### src/rtl/timer_bcd_countdown.sv
// timer_bcd_countdown
//   MM:SS countdown timer core. Holds a loadable preset and counts it down
//   once per timer second while running, presenting four BCD digits for
//   downstream seven-segment decoders.
// Ports
//   clk        system clock
//   rst        synchronous reset, active-high (also clears the preset)
//   load       1-cycle pulse: capture set_* (clamped to BCD) into preset/digits
//   set_mt     preset minutes tens
//   set_mo     preset minutes ones
//   set_st     preset seconds tens
//   set_so     preset seconds ones
//   start_stop 1-cycle pulse: run/pause toggle
//   clear      1-cycle pulse: restore preset, return to IDLE
//   min_tens   BCD digit, minutes tens
//   min_ones   BCD digit, minutes ones
//   sec_tens   BCD digit, seconds tens (0..5)
//   sec_ones   BCD digit, seconds ones
//   running    high while counting
//   done       high once the count has reached 00:00
module timer_bcd_countdown #(
  parameter int TICK_DIV = 50_000_000
) (
  input  logic       clk,
  input  logic       rst,
  input  logic       load,
  input  logic [3:0] set_mt,
  input  logic [3:0] set_mo,
  input  logic [3:0] set_st,
  input  logic [3:0] set_so,
  input  logic       start_stop,
  input  logic       clear,
  output logic [3:0] min_tens,
  output logic [3:0] min_ones,
  output logic [3:0] sec_tens,
  output logic [3:0] sec_ones,
  output logic       running,
  output logic       done
);

  localparam int PW = $clog2(TICK_DIV);
  localparam logic [PW-1:0] TICK_LAST = PW'(TICK_DIV - 1);

  typedef enum logic [1:0] {IDLE, RUN, PAUSE, DONE} state_t;

  state_t        state;
  logic [PW-1:0] prescaler;
  logic [3:0]    pre_mt, pre_mo, pre_st, pre_so;

  logic [3:0] clamp_mt, clamp_mo, clamp_st, clamp_so;
  logic [3:0] dec_mt, dec_mo, dec_st, dec_so;
  logic       digits_zero, dec_zero;

  // Out-of-range settings saturate to the largest legal digit so the
  // display never shows a non-BCD value.
  always_comb begin
    clamp_mt = (set_mt > 4'd9) ? 4'd9 : set_mt;
    clamp_mo = (set_mo > 4'd9) ? 4'd9 : set_mo;
    clamp_st = (set_st > 4'd5) ? 4'd5 : set_st;
    clamp_so = (set_so > 4'd9) ? 4'd9 : set_so;
  end

  // One-second decrement with borrow rippling from seconds ones upward.
  // Seconds tens wraps to 5, the others to 9.
  always_comb begin
    dec_so = sec_ones - 4'd1;
    dec_st = sec_tens;
    dec_mo = min_ones;
    dec_mt = min_tens;
    if (sec_ones == 4'd0) begin
      dec_so = 4'd9;
      dec_st = sec_tens - 4'd1;
      if (sec_tens == 4'd0) begin
        dec_st = 4'd5;
        dec_mo = min_ones - 4'd1;
        if (min_ones == 4'd0) begin
          dec_mo = 4'd9;
          dec_mt = min_tens - 4'd1;
        end
      end
    end
  end

  assign digits_zero = (min_tens == 4'd0) && (min_ones == 4'd0) &&
                       (sec_tens == 4'd0) && (sec_ones == 4'd0);
  assign dec_zero    = (dec_mt == 4'd0) && (dec_mo == 4'd0) &&
                       (dec_st == 4'd0) && (dec_so == 4'd0);

  // Control FSM. Priority: rst > clear > load > start_stop > tick.
  // A load in RUN is ignored entirely, so lower-priority events still apply.
  // Pausing keeps the prescaler so a resume continues mid-second; only a
  // start from IDLE restarts the second from zero.
  always_ff @(posedge clk) begin
    if (rst) begin
      state     <= IDLE;
      prescaler <= '0;
      pre_mt    <= 4'd0;
      pre_mo    <= 4'd0;
      pre_st    <= 4'd0;
      pre_so    <= 4'd0;
      min_tens  <= 4'd0;
      min_ones  <= 4'd0;
      sec_tens  <= 4'd0;
      sec_ones  <= 4'd0;
      running   <= 1'b0;
      done      <= 1'b0;
    end else if (clear) begin
      min_tens  <= pre_mt;
      min_ones  <= pre_mo;
      sec_tens  <= pre_st;
      sec_ones  <= pre_so;
      prescaler <= '0;
      state     <= IDLE;
      running   <= 1'b0;
      done      <= 1'b0;
    end else if (load && state != RUN) begin
      pre_mt    <= clamp_mt;
      pre_mo    <= clamp_mo;
      pre_st    <= clamp_st;
      pre_so    <= clamp_so;
      min_tens  <= clamp_mt;
      min_ones  <= clamp_mo;
      sec_tens  <= clamp_st;
      sec_ones  <= clamp_so;
      prescaler <= '0;
      state     <= IDLE;
      running   <= 1'b0;
      done      <= 1'b0;
    end else if (start_stop) begin
      case (state)
        IDLE: begin
          if (!digits_zero) begin
            prescaler <= '0;
            state     <= RUN;
            running   <= 1'b1;
          end
        end
        PAUSE: begin
          if (!digits_zero) begin
            state   <= RUN;
            running <= 1'b1;
          end
        end
        RUN: begin
          state   <= PAUSE;
          running <= 1'b0;
        end
        default: ;
      endcase
    end else if (state == RUN) begin
      if (prescaler == TICK_LAST) begin
        prescaler <= '0;
        min_tens  <= dec_mt;
        min_ones  <= dec_mo;
        sec_tens  <= dec_st;
        sec_ones  <= dec_so;
        if (dec_zero) begin
          state   <= DONE;
          running <= 1'b0;
          done    <= 1'b1;
        end
      end else begin
        prescaler <= prescaler + 1'b1;
      end
    end
  end

endmodule
### config.mk
export PLATFORM = sky130hd
export DESIGN_NAME = timer_bcd_countdown
export DESIGN_NICKNAME = d
export VERILOG_FILES = /design/src/rtl/timer_bcd_countdown.sv
export SDC_FILE = /design/constraint.sdc
export NUM_CORES = 1
export LEC_CHECK = 0
export BUFFER_PORTS_ARGS = -buffer_cell sky130_fd_sc_hd__buf_2
export CAP_MARGIN = 20
export CORE_MARGIN = 5
export CORE_UTILIZATION = 40
export CTS_CLUSTER_DIAMETER = 30
export DETAILED_ROUTE_END_ITERATION = 10
export GPL_TIMING_DRIVEN = 0
export PLACE_DENSITY = 0.61
export SLEW_MARGIN = 30
export SYNTH_ARGS = -nofsm -noshare
export SYNTH_HDL_FRONTEND = slang
export SYNTH_SLANG_ARGS = --single-unit
### constraint.sdc
create_clock -name clk -period 2.5 [get_ports clk]
set_input_delay 0.25 -clock clk [delete_from_list [all_inputs] [get_ports clk]]
set_output_delay 0.25 -clock clk [all_outputs]
set_load 0.01 [all_outputs]
# Word-level counts from Yosys, hierarchy flattened
# Cells that the tools add are included.
# totals
register_bits,62
inputBits,21
elab_cells,110
output_inout_bits,18
# classes
reduce_logical,29
bitwise_logic,2
n_mux,50
eq_ne,8
n_lt_le_gt_ge,4
add_sub_neg,5
# ops
op,n
$mux W4,33
$mux W26,5
$logic_not A4 Y1,8
$add A26 B1 Y26 const B,1
$eq A26 B26 Y1 const B,1
$sub A4 B1 Y4 const B,4
$gt A4 B4 Y1 const B,3
$mux W2,5
$reduce_bool A2 Y1,4
$logic_and A1 B1 Y1,7
$reduce_and A3 Y1,2
$reduce_bool A3 Y1,2
$mux W1,5
$reduce_and A5 Y1,1
$gt A4 B3 Y1 const B,1
$ne A2 B1 Y1 const B,2
$pmux W2 S2,1
$reduce_and A4 Y1,1
$ne A3 B1 Y1 const B,1
$ne A3 B3 Y1 const B,1
$reduce_or A3 Y1,1
$eq A2 B1 Y1 const B,1
$eq A2 B2 Y1 const B,1
$logic_not A2 Y1,1
other kinds (5),6

# Depth between registers and ports, before layout
# depth
ltp_word,12
mapped_depth,9
mapped_depth_nobuf,7

# Worst setup path before layout
# Ideal clock, no wire load.
# synth_path
kind,register to register
start,reg sec_ones[0]
end,reg sec_tens[1]
setup_slack_ns,0.444
synth_period_minus_slack_ns,2.056
path_buffers,1
t_arrival_ns,1.976
path_stages_with_launch,7
path_cell_list,dfxtp_1 -> buf_6 -> or4_4 -> or4_4 -> a311oi_2 -> a21oi_1 -> a211oi_2
# synth_via
elab_chain_cells,7
# synth_lines
item,line,text
from (decl),36,"output logic [3:0] sec_ones,"
from (signal assigned),111,sec_ones <= pre_so;
from (signal assigned),124,sec_ones <= clamp_so;
from (signal assigned),156,sec_ones <= dec_so;
$logic_not A4 Y1,70,if (sec_ones == 4'd0) begin
$mux W4,70,
$mux W4,151,if (prescaler == TICK_LAST) begin
$mux W4,150,end else if (state == RUN) begin
$mux W4,129,end else if (start_stop) begin
$mux W4,116,end else if (load && state != RUN) begin
$mux W4,107,end else if (clear) begin
to (signal assigned),110,sec_tens <= pre_st;
to (signal assigned),123,sec_tens <= clamp_st;
to (signal assigned),155,sec_tens <= dec_st;
to (decl),35,"output logic [3:0] sec_tens,"
# No other way between the ends. The select of a mux whose other input is x is not followed.
# A chain may end at the register's enable or synchronous reset.

# Worst setup path in the final report
# layout_path
start,reg prescaler[10]
end,reg min_ones[3]
# layout_via
elab_chain_cells,3
# layout_lines
item,line,text
from (decl),47,logic [PW-1:0] prescaler;
from (signal assigned),163,prescaler <= prescaler + 1'b1;
$eq A26 B26 Y1,151,
$reduce_bool A3 Y1 (no line),--,
$reduce_and A3 Y1 (no line),--,
to (signal assigned),109,min_ones <= pre_mo;
to (signal assigned),122,min_ones <= clamp_mo;
to (signal assigned),154,min_ones <= dec_mo;
to (decl),34,"output logic [3:0] min_ones,"
# No other way between the ends.

==> metrics.md <==
| Metric | Value |
|---|---|
| PD cells | 601 nW/um^2 |
| DR vias | 3505 |
| Core Box Area | 8680 sq um |
| R2r worst-path depth | 6 |
| Status | finished clean |
| Setup slack, reg-to-reg | 170 ps |
| Top Layer Used | met4 |
| Critical Path End Type | register |
| Post-synth ARST share | 0% |
| 1st-iter DRT viols | 191 |
| Final Setup Violations | 0 |
| Sequential-to-total area share from yosys stat | 35.1% |
| Final HPWL DP | about 7400 um |
| Post-synth EDFFs | 0 |
| Max Clock Freq | 430 MHz |
| Yosys top cell area share | 35.1% |
| Leading area contributor after synthesis | dfxtp_1 |
| Synth warnings | 0 |
| Cells after synthesis | 439 |
| Metal2 WL | between 5000 and 6000 um |
| First-pass GRT wire length | about 17000 um |
| Worst skew pair latency | 350 ps |
| GRT Total Usage | 18.7% |
| Nets | 512 |
| Die Wd | 104 um |
| Layout Area Growth over Synthesis | 16.9% |
| Initial Util | roughly 41% |
| Gpl congestion | 0.826 |
| Compound-Gate Fraction of Synth Area | between 20% and 30% |
| Vias per cell | 5.83 |
| Setup TNS | 0 ps |
| CP endpoint | min_ones[3]$_SDFFE_PP0P_ |
| WL met3 | roughly 460 um |
| Final period util | slightly above 90% |
| RSZ-0062 raised after global routing | no |
| Pre-antenna DRT Iters | 5 |
| Hold crit path type | in -> reg |
| Final cell count without fillers | approximately 600 |
| Crit path time final | about 2300 ps |
| CP Data Required Time | 2700 ps |
| CP arrival | 2520 ps |
| Share of cells above drive strength 1 | 17.4% |
| Final Hold Slack | 181 ps |
| Proportion of synthesized area in mux cells | 1.45% |
| XOR/XNOR share of the synthesized area | 3.22% |
| Syn nets | 463 |
| Antenna violations before repair | 0 |
| Post-synthesis simple-gate area fraction | 28.5% |
| Port bufs | 35 |
| DRC Markers | 0 |
| Setup ws final | 174 ps |
| Combinational family with the most area after synthesis | simple AND/OR/NAND/NOR gates |
| Maximum vdd drop | 0.340 mV |
| WL met1 | 4580 um |
| Leak pwr | 1.46 nW |
| H-tree depth | 3 |
| Crit Path Class | reg -> reg |
| Rel. slew slack | 54.9% |
| Clk buf depth | 2 |
| Post-synthesis register bit count | 62 |
| Worst-path fanout max | 9 |
| CTS tree | built |
| Max-slew violation count | 0 |
| Clk root buf | clkbuf_8 |
| Largest net degree at the start of global routing | 12 |
| Main synth FF type | dfxtp_1 |
| Worst setup SP type | register |
| # rows | 34 |
| Worst r2r src | prescaler[10]$_SDFFE_PP0P_ |
| Worst Min Path Start | set_mo[3] |
| I/O pins | 39 |
| Clock sinks | 62 |
| CTS buffer count | 9 |
| Final core occ | 47.6% |
| Worst Skew | ~11 ps |
| Vias in the first global route | 3341 |
| Commonest non-fill, non-tap cells in the layout | dfxtp_1, nand2_1, a21oi_1 |
| Most common cell after layout, fill and taps aside | dfxtp_1 |
| Mapped cell area | 3540 sq um |
| Routed len/inst | 17.0 um |
| Worst setup path startpoint | prescaler[10]$_SDFFE_PP0P_ |
| Inst Count DP | 582 |
| Post-Place Worst Slack | -44.0 ps |
| Post-synth cell types | 66 |
| Reg clk slew, reported paths | 80 ps |
| Hold-fix buffer count after cts | 0 |
| FF-to-FF End | min_ones[3]$_SDFFE_PP0P_ |
| Post-synthesis adder-cell area fraction | 1.06% |
| Total Wirelength | 10200 um |
| Top cells by area, synth | dfxtp_1, a21oi_1, nand2_1, nor2_1, a211oi_1 |
| Fin. Hold Viols | 0 |
| Die area | between 10000 and 15000 sq um |
| Avg Inst Size Synth | 8.06 sq um |
| Inserted Diodes | 0 |
| Max-Cap Viols | 0 |
| Total grt overflow | 0 |
| Slew @ Worst Pin | 677 ps |
| Chip height | between 100 and 150 um |
| Final ANT Viol Nets | 0 |
-- through the flow --
stage / instance area, sq um / power (W)
global placement: 3850 / 0.00145
finish: 4130 / 0.00249
floorplan: 3540 / 0.00133
CTS: 4080 / 0.00249
global route: 4130 / 0.00260
detailed placement: 3850 / 0.00145
-- routing by layer --
metal	up-vias	GRT usage, %
li1	1737	-
met1	1666	23.9
met2	90	31.6
met3	12	4.53
met4	0	4.90
met5	-	0
-- repair_timing --
item                       in CTS  in global routing
setup buffers                   0                  4
setup endpoints to repair       2                 18
gates resized for setup         1                  5
pin swaps                       0                  2
-- registers in the layout (all words and copies together) (netlist names) --
name       count
sec_ones       4
running        1
pre_st         4
done           1
pre_so         4
min_ones       4
pre_mo         4
sec_tens       4
pre_mt         4
state          2
prescaler     26
min_tens       4
-- critical path, cell delays in order, from the launching register on --
cell      delay, ps
dfxtp_1         300
buf_2           170
or4b_1          550
nor4_2          360
nand3_2         270
o31ai_1         380
a221oi_1        140
-- kinds of logic after synthesis --
kind of cell,count (synthesis)
AOI/OAI and AO/OA,134
xor gates and xnor gates,13
adders and majority gates,3
buffers and inverters,36
DFF,62
muxes,5
and+or+nand+nor,186
-- worst min path at each step --
| stage | end | slack (ps) | cells past startpoint |
|---|---|---|---|
| 5_1_grt | pre_mo[3]$_SDFFE_PP0P_ | 190 | 3 |
| 3_5_place_dp | done$_SDFFE_PP0P_ | 440 | 2 |
| 6_report | pre_mo[3]$_SDFFE_PP0P_ | 180 | 3 |
| 4_1_cts | pre_mo[3]$_SDFFE_PP0P_ | 170 | 3 |
| 2_1_floorplan | pre_mo[3]$_SDFFE_PP0P_ | 390 | 2 |
| 3_3_place_gp | done$_SDFFE_PP0P_ | 440 | 2 |
-- cell usage after synthesis, drive strengths merged, types with 8 or more instances --
cell / count
and3: 8
buf: 10
nand3: 18
nand2: 50
a211oi: 14
o21ai: 20
o211ai: 9
a21oi: 41
dfxtp: 62
nor4: 8
nor3: 17
inv: 12
nor2: 36
clkbuf: 14
-- final cells by class --
class	count	area [sq um]
Buffer	23	118
Timing Repair Buffer	39	205
Sequential cell	62	1240
Inverter	12	45.0
Clock buffer	11	151
Multi-Input combinational cell	341	2160
Fill cell	894	4540
Tap cell	108	135
Clock inverter	5	81.3
-- power breakdown --
part | switching, W | internal (W) | leakage [nW]
combinational | 0.000238 | 0.000160 | 0.844
clock | 0.000415 | 0.000616 | 0.116
sequential | 0.0000400 | 0.00102 | 0.503
total | 0.000693 | 0.00179 | 1.46
Note: power is estimated with default switching activity, not from simulation.
